### src/rtl/nwc_ntt_scheduler.sv
// Address/control sequencer for the forward negacyclic NTT: issues butterfly pair reads per stage,
// delays them into aligned write-back addresses, and drains the pipeline between stages.
module nwc_ntt_scheduler #(
    parameter int N      = 16,
    parameter int LOG_N  = 4,
    parameter int RD_LAT = 1,
    parameter int BU_LAT = 2
) (
    input  logic             clk,
    input  logic             rst,
    input  logic             start,
    output logic             busy,
    output logic             done,
    output logic [LOG_N-1:0] stage,
    output logic             rd_en,
    output logic [LOG_N-1:0] rd_addr_a,
    output logic [LOG_N-1:0] rd_addr_b,
    output logic [LOG_N-1:0] tw_addr,
    output logic             bu_valid,
    output logic             wr_en,
    output logic [LOG_N-1:0] wr_addr_a,
    output logic [LOG_N-1:0] wr_addr_b
);

    localparam int PL   = RD_LAT + BU_LAT;
    localparam int HALF = N / 2;
    localparam int PW   = LOG_N - 1;
    localparam int DW   = (PL > 1) ? $clog2(PL) : 1;

    typedef enum logic [1:0] {IDLE, ISSUE, DRAIN, FINISH} state_t;

    state_t          state, state_n;
    logic [LOG_N-1:0] s, s_n;
    logic [PW-1:0]    p, p_n;
    logic [DW-1:0]    d, d_n;
    logic             busy_n;

    logic [LOG_N-1:0] pw, t, g, a_n, b_n, tw_n;

    logic [PL-1:0]    v_pipe;
    logic [LOG_N-1:0] a_pipe [PL];
    logic [LOG_N-1:0] b_pipe [PL];

    always_comb begin
        state_n = state;
        s_n     = s;
        p_n     = p;
        d_n     = d;
        unique case (state)
            IDLE: begin
                s_n = '0;
                p_n = '0;
                if (start) begin
                    state_n = ISSUE;
                end
            end
            ISSUE: begin
                if (p == PW'(HALF - 1)) begin
                    state_n = DRAIN;
                    d_n     = '0;
                end else begin
                    p_n = p + PW'(1);
                end
            end
            DRAIN: begin
                // Hold the stage index while its writes are still in flight.
                if (d == DW'(PL - 1)) begin
                    if (s != LOG_N'(LOG_N - 1)) begin
                        state_n = ISSUE;
                        s_n     = s + LOG_N'(1);
                        p_n     = '0;
                    end else begin
                        state_n = FINISH;
                    end
                end else begin
                    d_n = d + DW'(1);
                end
            end
            FINISH: begin
                state_n = IDLE;
                s_n     = '0;
            end
            default: state_n = IDLE;
        endcase
        busy_n = (state_n == ISSUE) || (state_n == DRAIN);
    end

    // Pair p in stage s: group g = p / t, offset j = p mod t, both butterflies share twiddle m + g.
    always_comb begin
        pw   = {1'b0, p_n};
        t    = LOG_N'(N >> (int'(s_n) + 1));
        g    = pw >> (LOG_N - 1 - int'(s_n));
        a_n  = (g << (LOG_N - int'(s_n))) | (pw & (t - LOG_N'(1)));
        b_n  = a_n + t;
        tw_n = LOG_N'(1 << int'(s_n)) + g;
    end

    always_ff @(posedge clk or posedge rst) begin
        if (rst) begin
            state     <= IDLE;
            s         <= '0;
            p         <= '0;
            d         <= '0;
            busy      <= 1'b0;
            done      <= 1'b0;
            stage     <= '0;
            rd_en     <= 1'b0;
            rd_addr_a <= '0;
            rd_addr_b <= '0;
            tw_addr   <= '0;
        end else begin
            state <= state_n;
            s     <= s_n;
            p     <= p_n;
            d     <= d_n;
            busy  <= busy_n;
            done  <= (state_n == FINISH);
            stage <= busy_n ? s_n : '0;
            rd_en <= (state_n == ISSUE);
            if (state_n == ISSUE) begin
                rd_addr_a <= a_n;
                rd_addr_b <= b_n;
                tw_addr   <= tw_n;
            end
        end
    end

    // Read strobe and addresses ride a PL-deep line so writes land with the butterfly results.
    always_ff @(posedge clk or posedge rst) begin
        if (rst) begin
            v_pipe <= '0;
            for (int i = 0; i < PL; i++) begin
                a_pipe[i] <= '0;
                b_pipe[i] <= '0;
            end
        end else begin
            v_pipe[0] <= rd_en;
            a_pipe[0] <= rd_addr_a;
            b_pipe[0] <= rd_addr_b;
            for (int i = 1; i < PL; i++) begin
                v_pipe[i] <= v_pipe[i-1];
                a_pipe[i] <= a_pipe[i-1];
                b_pipe[i] <= b_pipe[i-1];
            end
        end
    end

    assign bu_valid  = v_pipe[RD_LAT-1];
    assign wr_en     = v_pipe[PL-1];
    assign wr_addr_a = a_pipe[PL-1];
    assign wr_addr_b = b_pipe[PL-1];

endmodule

### config.mk
export PLATFORM = sky130hd
export DESIGN_NAME = nwc_ntt_scheduler
export DESIGN_NICKNAME = d
export VERILOG_FILES = /design/src/rtl/nwc_ntt_scheduler.sv
export SDC_FILE = /design/constraint.sdc
export NUM_CORES = 1
export LEC_CHECK = 0
export ABC_CLOCK_PERIOD_IN_PS = 4050
export CORE_UTILIZATION = 40
export DETAILED_ROUTE_END_ITERATION = 10
export PLACE_DENSITY = 0.65
export SYNTH_ARGS = -nofsm -noshare
export SYNTH_HDL_FRONTEND = slang
export SYNTH_SLANG_ARGS = --single-unit
export TNS_END_PERCENT = 1
### constraint.sdc
create_clock -name clk -period 4.05 [get_ports clk]
set_clock_uncertainty 0.05 [all_clocks]
set_input_delay 0.6075 -clock clk [delete_from_list [all_inputs] [get_ports clk]]
set_output_delay 0.6075 -clock clk [all_outputs]
set_load 0.02 [all_outputs]
---- After elaboration in Yosys (flattened, before gate mapping) ----
Index checks and enable logic that the tools add are counted.
storage, ports and cells
  register bits after elaboration ......... 57
  input port bits ......................... 3
  output and inout port bits .............. 29
  logic and storage cells ................. 65
operators by class
  reductions and logical operators ........ 5
  add/sub/neg operators ................... 9
  shifts and indexed selects .............. 4
  bitwise logic cells ..................... 2
  equality and inequality tests ........... 11
  muxes and demuxes ....................... 16
operators with widths
  operator                                               count
  << shifter 4 x 32 -> 4 bit                             1
  right shift 3 x 32 -> 4 bit                            1
  2-to-1 mux 2 bit                                       6
  2-to-1 mux 4 bit                                       3
  == test 2 bit, second input constant                   5
  2-to-1 mux 3 bit                                       3
  one-hot mux 3 bit (3 select lines)                     1
  adder 4 bit                                            2
  one-hot mux 2 bit (4 select lines)                     1
  one-hot mux 4 bit (2 select lines)                     1
  adder 4 x 1 -> 5 bit, second input constant            1
  right shift 5 x 5 -> 4 bit, first input constant       1
  subtractor 2 x 4 -> 5 bit, first input constant        1
  subtractor 3 x 4 -> 5 bit, first input constant        1
  adder 4 x 1 -> 4 bit, second input constant            1
  bitwise AND 3 x 4 -> 4 bit                             1
  == test 2 x 1 -> 1 bit, second input constant          2
  inequality test 2 bit, second input constant           2
  inequality test 4 x 2 -> 1 bit, second input constant  1
  OR 4 bit                                               1
  one-hot mux 2 bit (2 select lines)                     1
  << shifter 1 x 4 -> 4 bit, first input constant        1
  subtractor 4 x 1 -> 4 bit, second input constant       1
  adder 3 x 1 -> 3 bit, second input constant            1
  7 further kinds                                        7

---- Logic depth before layout (Yosys ltp) ----
  depth after elaboration ................. 10
  gate-level depth with buffers ........... 18
  depth with buffers taken out ............ 17

---- Worst setup path before layout ----
Ideal clock, no wire load.
  path type ............................... register to register
  start point ............................. reg s[1]
  end point ............................... reg rd_addr_b[3]
  cell stages (with the launch flop) ...... 17
  arrival time ............................ 3.564 ns
  path slack .............................. 0.309 ns
  required time ........................... 3.872 ns
  path through ............................ dfrtp_1 > ha_1 > or3b_1 > buf_6 > nand2_2 > a311oi_4 > nor3_1 > nand2_1 > ha_1 > nor2_1 > a21o_1 > ha_1 > a21o_1 > a21oi_1 > nor4_1 > or2_0 > mux2_1
between the ends
  longest elaborated chain between the ends .. 10
ends and longest elaborated chain
  what                                                                           line    RTL
  start: declaration                                                             33      logic [LOG_N-1:0] s, s_n;
  start signal: assignment                                                       113     s <= s_n;
  adder 4 x 1 -> 4 bit / inequality test 4 x 2 -> 1 bit (equally long branches)  70, 68
  2-to-1 mux 4 bit                                                               68      if (s != LOG_N'(LOG_N - 1)) begin
  2-to-1 mux 4 bit                                                               67      if (d == DW'(PL - 1)) begin
  one-hot mux 4 bit (2 select lines)                                             49      unique case (state)
  adder 4 x 1 -> 5 bit                                                           91      t = LOG_N'(N >> (int'(s_n) + 1));
  right shift 5 x 5 -> 4 bit                                                     91
  subtractor 4 x 1 -> 4 bit                                                      93      a_n = (g << (LOG_N - int'(s_n))) | (pw & (t - LOG_N'(1)));
  bitwise AND 3 x 4 -> 4 bit                                                     93
  OR 4 bit *                                                                     93
  via a_n[1]                                                                     38      logic [LOG_N-1:0] pw, t, g, a_n, b_n, tw_n;
  adder 4 bit *                                                                  94      b_n = a_n + t;
  end signal: assignment                                                         122     rd_addr_b <= b_n;
  end: declaration                                                               17      output logic [LOG_N-1:0] rd_addr_b,
Mark *: on every way through the listed nets, which the timed path passes. The rest lies on a longest branch.
A chain may end at the register's enable or synchronous reset.

---- Worst setup path after layout ----
  start point ............................. reg s[0]
  end point ............................... reg rd_addr_b[3]
between the ends
  longest elaborated chain between the ends .. 10
ends and longest elaborated chain
  what                                                                           line
  adder 4 x 1 -> 4 bit / inequality test 4 x 2 -> 1 bit (equally long branches)  70, 68
  2-to-1 mux 4 bit                                                               68
  2-to-1 mux 4 bit                                                               67
  one-hot mux 4 bit (2 select lines) *                                           49
  via s_n[0]                                                                     33
  adder 4 x 1 -> 5 bit                                                           91
  right shift 5 x 5 -> 4 bit                                                     91
  subtractor 4 x 1 -> 4 bit                                                      93
  bitwise AND 3 x 4 -> 4 bit                                                     93
  OR 4 bit *                                                                     93
  via a_n[1]                                                                     38
  adder 4 bit *                                                                  94
Marked as above.

==> metrics.txt <==
outcome complete, no violations; post-synthesis register bit count 57; Max transition margin between 40% and 50%; chip height 84.60 um; clk sink count 57; Clock Tree Root clkbuf_8; Synthesized Nets ~260; Synth top area share approximately 52%; final WL approximately 5200 um; critical path arrival between 3 and 4 ns; core area ~0.0065 mm^2; Initial Util a little over two fifths; area grow syn2layout 23.25%; max_cap viols 0; total CTS buffers 9; non-filler cells, final about 360; Synth Instances 238; Hold Crit Start a_pipe[10]; Final TNS setup 0 ns; gr usage total 15.73%; Detailed Routing Iterations Pass 1 6; Unique masters post-synth 60; drt drc 0; antenna violations before repair 0; CTS tree yes; crit-path max FO 7; clk buf depth 2; crit path launch s[0]; P_leak around 1.5 nW; IO Count 32; DRT iter0 DRCs 97; share of layout cells above drive strength 1 18.86%; htree depth 3; EDFF count, synth 0; Die Width between 80 and 90 um; Req. time, crit path 4.21 ns; clock-pin slew on the worst setup and hold paths 0.06 ns; routed vias ~1800; r2r startpoint s[0]; Fin. Hold Viols 0; Nets 294; slowest CP cell or3b_4; WL met3 roughly 240 um; Die ar. roughly 0.0072 mm^2; dominant synthesized flop cell dfrtp_1; Top cell by count, worst path ha_1; cell area after synthesis ~0.0027 mm^2; largest net degree at the start of global routing 46; crit path launch type flop; global-route wire length before repair 8597 um; DP HPWL 3777 um; Filler Cells Inserted approximately 580; Slew Limit Fails 0; clk_lat worst skew 0.33 ns; Cell Pwr Density just under 400 mW/mm^2; Setup-failing EPs final 0; fin util 52.07%; gpl congestion 0.8895; met1 WL roughly 2400 um; register area share after synthesis roughly 52%; fmax 262.6 MHz; Tcrit/Tclk final a little over nine tenths; Cell Rows 29; cells along the critical path ha_1 > or3b_4 > a211oi_2 > or3_4 > inv_4 > nor4_4 > inv_1 > ha_1 > nor2_1 > a21o_1 > ha_1 > a21o_1 > a21oi_1 > nor4_1 > or2_0 > mux2_1; top cell type by total area after synthesis dfrtp_1; hold crit path type reg2reg; routed length per instance about 14 um; most common cell in the netlist dfrtp_1; Avg Vias per Cell about 5.2; RSZ-0062 raised after global routing no; vias in the first global route around 1800; Commonest cells post-synth dfrtp_1, inv_1, ha_1, nor2_1, nand2_1; max incr delay on CP 0.44 ns; Setup crit end kind flop; # port buffers 31; Max VDD drop 0.0002655 V; # diodes 0; total grt overflow 0; Placed Cells between 300 and 400; max layer used met4; syn avg cell area 11.47 um^2; min Tclk post-route between 3 and 4 ns; met2 WL between 2000 and 2500 um; top post-synthesis cells by area dfrtp_1, ha_1, buf_4; Yosys warnings 0; worst slew pin tran between 0.8 and 0.9 ns; FFs w/ async S/R, synth between 90% and 100%; crit path kind reg2reg; Routed Antenna Nets 0
==> worst max-delay path, delay by kind of cell (launching register included) <==
kind	cells	cell delay [ns]
and+or+nand+nor	6	1.42
adders and majority gates	3	0.73
AOI/OAI and AO/OA	4	0.71
DFF	1	0.36
muxes	1	0.28
buffers and inverters	2	0.13
==> power breakdown <==
part           internal (mW)  total [mW]  switching (mW)
registers              0.593       0.605          0.0122
clock network          0.381       0.597           0.216
logic                 0.0482       0.110          0.0621
total                   1.02        1.31           0.291
==> path summary, 6_finish.rpt <==
kind | endpoint | slack [ns] | depth (start not counted)
min in group asynchronous | a_pipe[11] | 0.72 | 2
worst max register to register | rd_addr_b[3] | 0.24 | 16
worst min register to register | a_pipe[6] | 0.30 | 0
worst max-delay path | rd_addr_b[3] | 0.24 | 16
max in group asynchronous | d[0] | 2.52 | 3
worst min-delay path | a_pipe[6] | 0.30 | 0
==> layout by cell type, fill, tap and decap left out, types with 2 or more instances in the layout <==
master / n
o21a_1: 5
a211oi_1: 4
mux2_2: 5
a21o_1: 4
nand2_1: 11
bufinv_16: 2
nand3_1: 2
o21ai_0: 5
fa_1: 2
o31ai_1: 4
a31oi_1: 3
nor4_1: 3
clkbuf_8: 11
a21oi_1: 8
inv_1: 18
clkdlybuf4s50_1: 31
o22ai_1: 2
and2_1: 4
dfrtp_1: 57
nor3_2: 2
nand4_1: 2
buf_4: 14
xnor2_1: 6
nor3_1: 7
ha_1: 12
nor2_1: 13
nor2b_1: 4
o21ai_1: 3
==> registers in the layout, indices dropped and copies added, names as in the netlist <==
register   count
b_pipe         8
wr_addr_b      4
d              2
v_pipe         3
s              4
wr_addr_a      4
rd_en          1
busy           1
state          2
done           1
a_pipe         8
tw_addr        4
stage          4
rd_addr_b      4
p              3
rd_addr_a      4
==> cell type report <==
type                            instances  area, um^2  share of cell area, %
Clock inverter                          4       73.82                  2.195
Timing Repair Buffer                   45       415.4                  12.35
Tap cell                               77       96.34                  2.865
Multi-Input combinational cell        143        1119                  33.26
Inverter                               20       77.57                  2.307
Sequential cell                        57        1426                  42.41
Clock buffer                           12       155.1                  4.613
==> kinds of logic after synthesis <==
family | Yosys count | synth area share [%]
AOI/OAI and AO/OA | 51 | 14.12
xor gates and xnor gates | 7 | 2.247
adders and majority gates | 15 | 7.428
buffers and inverters | 38 | 7.152
DFF | 57 | 52.27
muxes | 7 | 3.026
and+or+nand+nor | 63 | 13.76
==> metrics by stage <==
step	hold slack, ns	setup WS (ns)	cell area, um^2	total power [mW]
after CTS	0.2997	0.2416	3337	1.333
after detailed placement	0.2847	0.2614	3108	0.7280
after global placement	0.2820	0.3934	3108	0.7260
after global routing	0.3049	0.04399	3363	1.366
final	0.2959	0.2420	3363	1.313
after floorplan	0.2812	0.3086	2729	0.6888
==> metal layers <==
| metal | GRT usage [%] | vias to the layer above |
|---|---|---|
| met3 | 5.211 | 8 |
| met4 | 6.009 | 0 |
| met5 | 0 | - |
| met2 | 23.87 | 43 |
| met1 | 20.98 | 886 |
| li1 | - | 910 |
==> repair_timing <==
action                     in CTS  in global routing
hold buffers                    0                  0
setup endpoints to repair       0                  1
setup buffers                   0                  2
resized for setup               0                  3
No activity file was read; power rests on OpenSTA's default activity.
